**src/rtl/adder_serial_seq.sv**
```systemverilog
// Nibble-serial 16-bit add/subtract: one 4-bit adder slice reused LSB-first over
// NIBBLES cycles, with the inter-nibble carry held in a register and a start/done handshake.

module adder_4bit (
  input  logic [3:0] a,
  input  logic [3:0] b,
  input  logic       cin,
  output logic [3:0] sum,
  output logic       cout
);
  assign {cout, sum} = {1'b0, a} + {1'b0, b} + {4'b0000, cin};
endmodule

module adder_serial_seq #(
  parameter int NIBBLES = 4
) (
  input  logic                   clk,
  input  logic                   rst,
  input  logic                   start,
  input  logic                   sub,
  input  logic [4*NIBBLES-1:0]   X,
  input  logic [4*NIBBLES-1:0]   Y,
  output logic                   busy,
  output logic                   done,
  output logic [4*NIBBLES-1:0]   Z,
  output logic                   sign,
  output logic                   zero,
  output logic                   carry,
  output logic                   parity,
  output logic                   overflow
);
  localparam int W     = 4 * NIBBLES;
  localparam int CNT_W = (NIBBLES > 1) ? $clog2(NIBBLES) : 1;
  localparam logic [CNT_W-1:0] LAST = CNT_W'(NIBBLES - 1);

  typedef enum logic {IDLE = 1'b0, CALC = 1'b1} state_t;

  state_t             r_state;
  logic [CNT_W-1:0]   r_cnt;
  logic               r_cin;
  logic [W-1:0]       r_opa;
  logic [W-1:0]       r_opb;
  logic [W-1:0]       r_partial;
  logic [W-1:0]       r_z;
  logic               r_done;
  logic               r_sign;
  logic               r_zero;
  logic               r_carry;
  logic               r_parity;
  logic               r_overflow;

  logic [3:0]         w_a_nib;
  logic [3:0]         w_b_nib;
  logic [3:0]         w_sum;
  logic               w_cout;
  logic [W-1:0]       w_result;

  function automatic logic f_parity(input logic [W-1:0] v);
    return ~^v;
  endfunction

  // Overflow is judged on the effective second operand (already inverted for sub).
  function automatic logic f_overflow(input logic a_msb, input logic b_msb, input logic z_msb);
    return (a_msb & b_msb & ~z_msb) | (~a_msb & ~b_msb & z_msb);
  endfunction

  assign w_a_nib = r_opa[{r_cnt, 2'b00} +: 4];
  assign w_b_nib = r_opb[{r_cnt, 2'b00} +: 4];

  adder_4bit u_slice (
    .a    (w_a_nib),
    .b    (w_b_nib),
    .cin  (r_cin),
    .sum  (w_sum),
    .cout (w_cout)
  );

  // Partial sum with the current pass's nibble already merged in.
  always_comb begin
    w_result = r_partial;
    w_result[{r_cnt, 2'b00} +: 4] = w_sum;
  end

  always_ff @(posedge clk) begin
    if (rst) begin
      r_state    <= IDLE;
      r_cnt      <= '0;
      r_cin      <= 1'b0;
      r_opa      <= '0;
      r_opb      <= '0;
      r_partial  <= '0;
      r_z        <= '0;
      r_done     <= 1'b0;
      r_sign     <= 1'b0;
      r_zero     <= 1'b0;
      r_carry    <= 1'b0;
      r_parity   <= 1'b0;
      r_overflow <= 1'b0;
    end else begin
      r_done <= 1'b0;
      case (r_state)
        IDLE: begin
          if (start) begin
            r_opa     <= X;
            r_opb     <= sub ? ~Y : Y;
            r_cin     <= sub;
            r_cnt     <= '0;
            r_partial <= '0;
            r_state   <= CALC;
          end
        end
        CALC: begin
          r_partial <= w_result;
          r_cin     <= w_cout;
          if (r_cnt == LAST) begin
            r_z        <= w_result;
            r_carry    <= w_cout;
            r_sign     <= w_result[W-1];
            r_zero     <= (w_result == '0);
            r_parity   <= f_parity(w_result);
            r_overflow <= f_overflow(r_opa[W-1], r_opb[W-1], w_result[W-1]);
            r_done     <= 1'b1;
            r_cnt      <= '0;
            r_state    <= IDLE;
          end else begin
            r_cnt <= r_cnt + 1'b1;
          end
        end
        default: r_state <= IDLE;
      endcase
    end
  end

  assign busy     = (r_state == CALC);
  assign done     = r_done;
  assign Z        = r_z;
  assign sign     = r_sign;
  assign zero     = r_zero;
  assign carry    = r_carry;
  assign parity   = r_parity;
  assign overflow = r_overflow;

endmodule

```
**config.mk**
```make
export PLATFORM = sky130hd
export DESIGN_NAME = adder_serial_seq
export DESIGN_NICKNAME = d
export VERILOG_FILES = /design/src/rtl/adder_serial_seq.sv
export SDC_FILE = /design/constraint.sdc
export NUM_CORES = 1
export LEC_CHECK = 0
export ABC_AREA = 1
export CORE_MARGIN = 2
export CORE_UTILIZATION = 55
export CTS_CLUSTER_DIAMETER = 80
export DETAILED_ROUTE_END_ITERATION = 10
export GPL_TIMING_DRIVEN = 0
export PLACE_DENSITY = 0.82
export SLEW_MARGIN = 20
export SYNTH_ARGS = -nofsm -noshare
export SYNTH_HDL_FRONTEND = slang
export SYNTH_SLANG_ARGS = --single-unit
```
**constraint.sdc**
```tcl
create_clock -name clk -period 8.8 [get_ports clk]
set_input_delay 1.76 -clock clk [delete_from_list [all_inputs] [get_ports clk]]
set_output_delay 1.76 -clock clk [all_outputs]
set_load 0.02 [all_outputs]
```
==> metrics <==
Site Rows=29; Core Region=6314 um2; vias in the first global route=3208; register area share after synthesis=40.73%; Post-Syn Area per Cell=7.701 um2; FFs w/ async S/R, synth=0%; Setup CP Type=flop to flop; Pwr Total=750.2 uW; Max Freq=0.2224 GHz; Nets=585; Clock transition at path regs=0.07 ns; Die H=84.78 um; final non-filler cell total=614; Avg WL per Cell=14.12 um; placer congestion estimate=0.8570; clock sinks=73; # IOs=59; Worst Skew=0.01010 ns; RSZ-0062 raised after global routing=no; maximum vdd drop=93.62 uV; commonest non-fill, non-tap cell in the layout=nand2_1; Cells after Synth=466; GRT Residual Overflow=0; first-pass GRT wire length=14430 um; PD cells=169.5 nW/um2; Clock Path Buffers=2; first-pass detailed-route iteration total=4; CTS tree=built; TNS Setup=0 ns; Post-synth EDFFs=0; startpoint types=flop; Pins Over Slew Limit=0; most frequent cells in the layout=nand2_1, dfxtp_1, clkdlybuf4s50_1; endpoints failing setup=0; placed cells=599; Syn Std Cell Area=3588 um2; Final Cycle Share=51.11%; Leak=1.723 nW; total die area=7187 um2; Max FO, Critical Path=10; WL final=8671 um; Worst Tran Pin Value=0.5845 ns; Cell variety after synth=38; share of cells above drive strength 1=9.125%; Setup Fix Bufs, Post-CTS=0; Worst setup EP type=flop; Max Cap Viol=0; vias per cell=5.474; residual DRC count=0; CP arrival=4.74 ns; relative slew slack=61.04%; Final Hold Fails=0; port bufs=56; syn_nets=518; Hold/Removal Path Class=flop to flop; CTS H-Tree Depth=3; Worst EP required=9.05 ns; Yosys reg bits=73; starting density of the core=56.84%; Antenna Cells=0; YS warnings=0; cts repair resizes=0; Final Critical Period=4.497 ns; Routed Antenna Nets=0; largest net degree at the start of global routing=13; outcome=finished, final reports clean; DP Wirelength=6438 um; Vias=3361; Iter 0 DRT Violations=218; initial antenna violation count=0; area delta synth->final=23.33%; Root Buffer=clkbuf_8; TritonCTS Buffers=9; clk_lat worst skew=0.35 ns; Post-CTS Hold Fix Bufs=0; Die X=84.78 um; Top FF cell, synth=dfxtp_1; Tot GR Track Use=25.13%
synth_stat cells, drive strengths merged (2+ instances only):
| cell | n | area [um2] |
|---|---|---|
| inv | 42 | 157.7 |
| o22ai | 10 | 68.81 |
| a22oi | 6 | 45.04 |
| nand2 | 110 | 425.4 |
| nor2 | 48 | 187.7 |
| ha | 14 | 175.2 |
| nand3 | 15 | 110.1 |
| fa | 2 | 40.04 |
| a32oi | 2 | 17.52 |
| a2bb2oi | 6 | 52.55 |
| nand4 | 3 | 25.02 |
| a211oi | 18 | 135.1 |
| dfxtp | 73 | 1461 |
| xnor2 | 18 | 157.7 |
| a22o | 3 | 26.28 |
| o21ai | 31 | 162.7 |
| clkbuf | 17 | 63.81 |
| a21oi | 31 | 158.9 |
| buf | 9 | 45.05 |
per-stage QoR:
step	area (um2)	util, %	setup WS [ns]	hold WS, ns
floorplan	3588	-	5.074	0.4422
global placement	4245	67.24	4.488	0.4386
detailed placement	4245	67.24	4.393	0.4438
CTS	4425	70.10	4.358	0.4590
global route	4425	70.10	3.991	0.4762
finish	4425	70.10	4.303	0.4549
power by group:
part           internal [mW]  switching, mW  leakage, nW
Sequential             0.343        0.00965        0.595
Combinational         0.0633         0.0918         1.03
Clock                  0.123          0.120       0.0980
metal layers:
metal | share of wire (%) | wire length [um] | vias up | GRT usage [%]
met5 | 0 | 0 | - | 0
met4 | 3.4 | 297 | 0 | 13.13
met3 | 5.6 | 484 | 28 | 4.031
met2 | 49 | 4277 | 122 | 44.52
met1 | 42 | 3611 | 1537 | 28.97
li1 | - | - | 1674 | -
flip-flops by register name, summed over array words and instances, names as in the netlist:
signal / count
carry: 1
r_cin: 1
r_opb: 16
done: 1
busy: 1
parity: 1
r_opa: 16
zero: 1
Z: 16
overflow: 1
r_cnt: 2
r_partial: 16
path summary, 6_finish.rpt:
check	cells after the start	slack, ns	to	startpoint
setup / recovery	23	4.30	parity	r_cnt[0]
hold / removal	2	0.45	carry	carry
setup reg to reg	23	4.30	parity	r_cnt[0]
hold reg to reg	2	0.45	carry	carry
worst max-delay path, stage by stage (launching register included):
cell and delay [ns]:
dfxtp_1 0.47, clkbuf_1 0.43, buf_1 0.41, nor2_1 0.08
o22ai_1 0.27, fa_1 0.28, inv_1 0.07, fa_1 0.46
nor2_1 0.22, inv_1 0.07, nor2_1 0.14, inv_1 0.06
o22ai_1 0.14, inv_1 0.08, ha_1 0.27, inv_1 0.04
xor2_1 0.15, or2_2 0.30, nand2_1 0.07, nand3_1 0.08
nand2_2 0.09, nand3_1 0.07, nand3_1 0.09, nand2_1 0.05
logic make-up (layout without fill, tap and decap cells):
logic type,after synthesis,count (layout),synth area share (%)
simple gates,180,180,21.90
compound gates,110,110,19.32
flops,73,73,40.73
buf+inv,68,139,7.427
xor+xnor,19,19,4.637
fa+ha+maj,16,16,5.997
layout make-up:
| class | instances | area [um2] |
|---|---|---|
| fill | 559 | 1888 |
| multi-input combinational | 325 | 1861 |
| sequential | 73 | 1461 |
| timing repair buffer | 56 | 560.5 |
| clock buffer | 12 | 165.2 |
| inverter | 42 | 157.7 |
| buffer | 26 | 108.9 |
| tap | 77 | 96.34 |
| clock inverter | 3 | 15.01 |
Note: power is estimated with default switching activity, not from simulation.
==> RTL change: new RTL, same flow settings <==
Add an input register stage for `start`, `sub`, `X` and `Y`, without a reset; this delays them by one clock. Comments in the files are not updated.
--- a/src/rtl/adder_serial_seq.sv
+++ b/src/rtl/adder_serial_seq.sv
@@ -36,2 +36,14 @@
   typedef enum logic {IDLE = 1'b0, CALC = 1'b1} state_t;
+
+  logic start_q;
+  logic sub_q;
+  logic [4*NIBBLES-1:0] X_q;
+  logic [4*NIBBLES-1:0] Y_q;
+
+  always_ff @(posedge clk) begin
+    start_q <= start;
+    sub_q   <= sub;
+    X_q     <= X;
+    Y_q     <= Y;
+  end
 
@@ -102,6 +114,6 @@
         IDLE: begin
-          if (start) begin
-            r_opa     <= X;
-            r_opb     <= sub ? ~Y : Y;
-            r_cin     <= sub;
+          if (start_q) begin
+            r_opa     <= X_q;
+            r_opb     <= sub_q ? ~Y_q : Y_q;
+            r_cin     <= sub_q;
             r_cnt     <= '0;
Behaviour: not the same (a bounded check fails within 4 cycles, from zero or initial values and one cycle with rst high).
==> RTL change against the original RTL <==
  * Design area grew 15%
  * Routed wire length grew 6.3%
  * Area after synthesis grew 17%
  * Sequential cell count grew 34
  * Hold slack gained 5.1 ps
  * Worst setup slack gained 3.1 ps
  * Total power grew 26%
  * Critical endpoint unchanged
  * Largest cell class is now registers
  * Largest power group unchanged
==> RTL change: results (changes against the original RTL) <==
place:
  pre_cts_ws_ps: 4400  # +7.66 ps
  dp.cells: 663  # +11%
  port_buffers: 58  # +3.6%
  place_area_mm2: 0.00492  # +16%
  dpl.hpwl_mm: 6.98  # +8.4%
route:
  dr_wl_met2_mm: 4.55  # +6.4%
  vias_per_cell: 5.20  # -4.9%
  wl_met3_um: 405  # -16%
  drt-initial-drc-count: 185  # -15%
  wl_per_cell_um: 13.6  # -3.8%
  drt-met1-wl_mm: 4.02  # +11%
worst_hold_path:
  min_from: "X_q[0]"
  hold_path_end: "r_opa[0]"
cts:
  clkLatencyLatePin_ps: 370  # +20 ps
  clk_pin_slew_ps: 90  # +20 ps
  clock_path_buffers: 2  # unchanged
critical_path:
  slowest_stage: "buf_1"
  r2r-end: "parity"
  cp.arrival_ps: 4760  # +20 ps
  reg2reg_slack_ps: 4310  # about the same
  reg2reg_depth: 27  # +17%
cells_and_area:
  antenna_cells: 0  # unchanged
  fill_cells: 587  # +5.0%
  drive_gt1_frac: 0.0553  # -0.0360
  final_cells: 678  # +10%
  nNetsFinal: 627  # +7.2%
timing:
  worstMarginPinSlew_ps: 551  # -33.5 ps
  worst_hold_slack_ps: 460  # +5.06 ps
  fin_worst_skew_ps: 9.15  # -0.942 ps
power:
  ir_drop_uv: 136  # +46%
  seq-power_mw: 0.520  # +47%
  p_per_area_mw_per_mm2: 186  # +9.8%
  p_int_mw: 0.681  # +29%
  combinationalPowerShare: 0.167  # -0.040
  cellLeakagePower_nw: 2.06  # +20%
logic_synthesis:
  synth_cell_types: 33  # -13%
  netlist_top_cells_area: "dfxtp_1 51%, nand2_1 7.3%, o21ai_0 7.2%"
  yosysSeqAreaShare: 0.509  # +0.101
  synthTopCellsByCount: "107 x dfxtp_1, 82 x nand2_1, 66 x nor2_1, 61 x o21ai_0, 42 x inv_1"
global_routing:
  grt_pass1_wl_mm: 15.5  # +7.6%
  grt_usage: 0.232  # -0.0191
  grt_pass1_vias: 3490  # +8.8%
outcome:
  outcome: "finished, final reports clean"
[RTL change: changes by cell type in the layout (fill, tap and decap cells not counted), moves of 3 or more]
cell / unedited run / this run
o21ai_0: 28 / 61
dfxtp_1: 73 / 107
clkbuf_1: 17 / 20
clkinv_2: 3 / 0
nand2_2: 5 / 2
nor2_1: 47 / 66
a211oi_1: 18 / 0
nand3_2: 7 / 3
nand2_1: 105 / 82
inv_1: 36 / 42
[RTL change: kinds of logic (layout without fill, tap and decap cells)]
logic type | count (synthesis) | count (layout) | share of synthesized area
XOR/XNOR | 18 | 18 | 0.0374
flip-flops | 107 | 107 | 0.509
buffers and inverters | 71 | 144 | 0.0657
AO/OA/AOI/OAI | 123 | 123 | 0.167
AND/OR/NAND/NOR | 171 | 171 | 0.170
adder cells (fa/ha/maj) | 16 | 16 | 0.0511
[RTL change: area by class of cell]
type | count | area [um2] | area share
Buffer | 25 | 104 | 0.0204
Tap cell | 99 | 124 | 0.0244
Clock inverter | 3 | 23.8 | 0.00468
Clock buffer | 12 | 145 | 0.0285
Sequential cell | 107 | 2140 | 0.421
Inverter | 46 | 173 | 0.0340
Multi-Input combinational cell | 328 | 1790 | 0.353
Timing Repair Buffer | 58 | 581 | 0.114
[RTL change: worst max path at each step]
| stage | slack [ps] | depth (start not counted) | end | startpoint |
|---|---|---|---|---|
| finish | 4310 | 27 | parity | r_cnt[0] |
| global route | 3910 | 27 | parity | r_cnt[0] |
| CTS | 4370 | 27 | parity | r_cnt[0] |
| detailed placement | 4400 | 27 | parity | r_cnt[0] |
| global placement | 4490 | 27 | parity | r_cnt[0] |
| floorplan | 5240 | 25 | parity | r_cnt[0] |
[RTL change: routing by layer]
metal  up-vias  GRT usage
met5         -          0
met4         0      0.110
met3        25     0.0465
met2        88      0.397
met1      1619      0.278
li1       1796          -
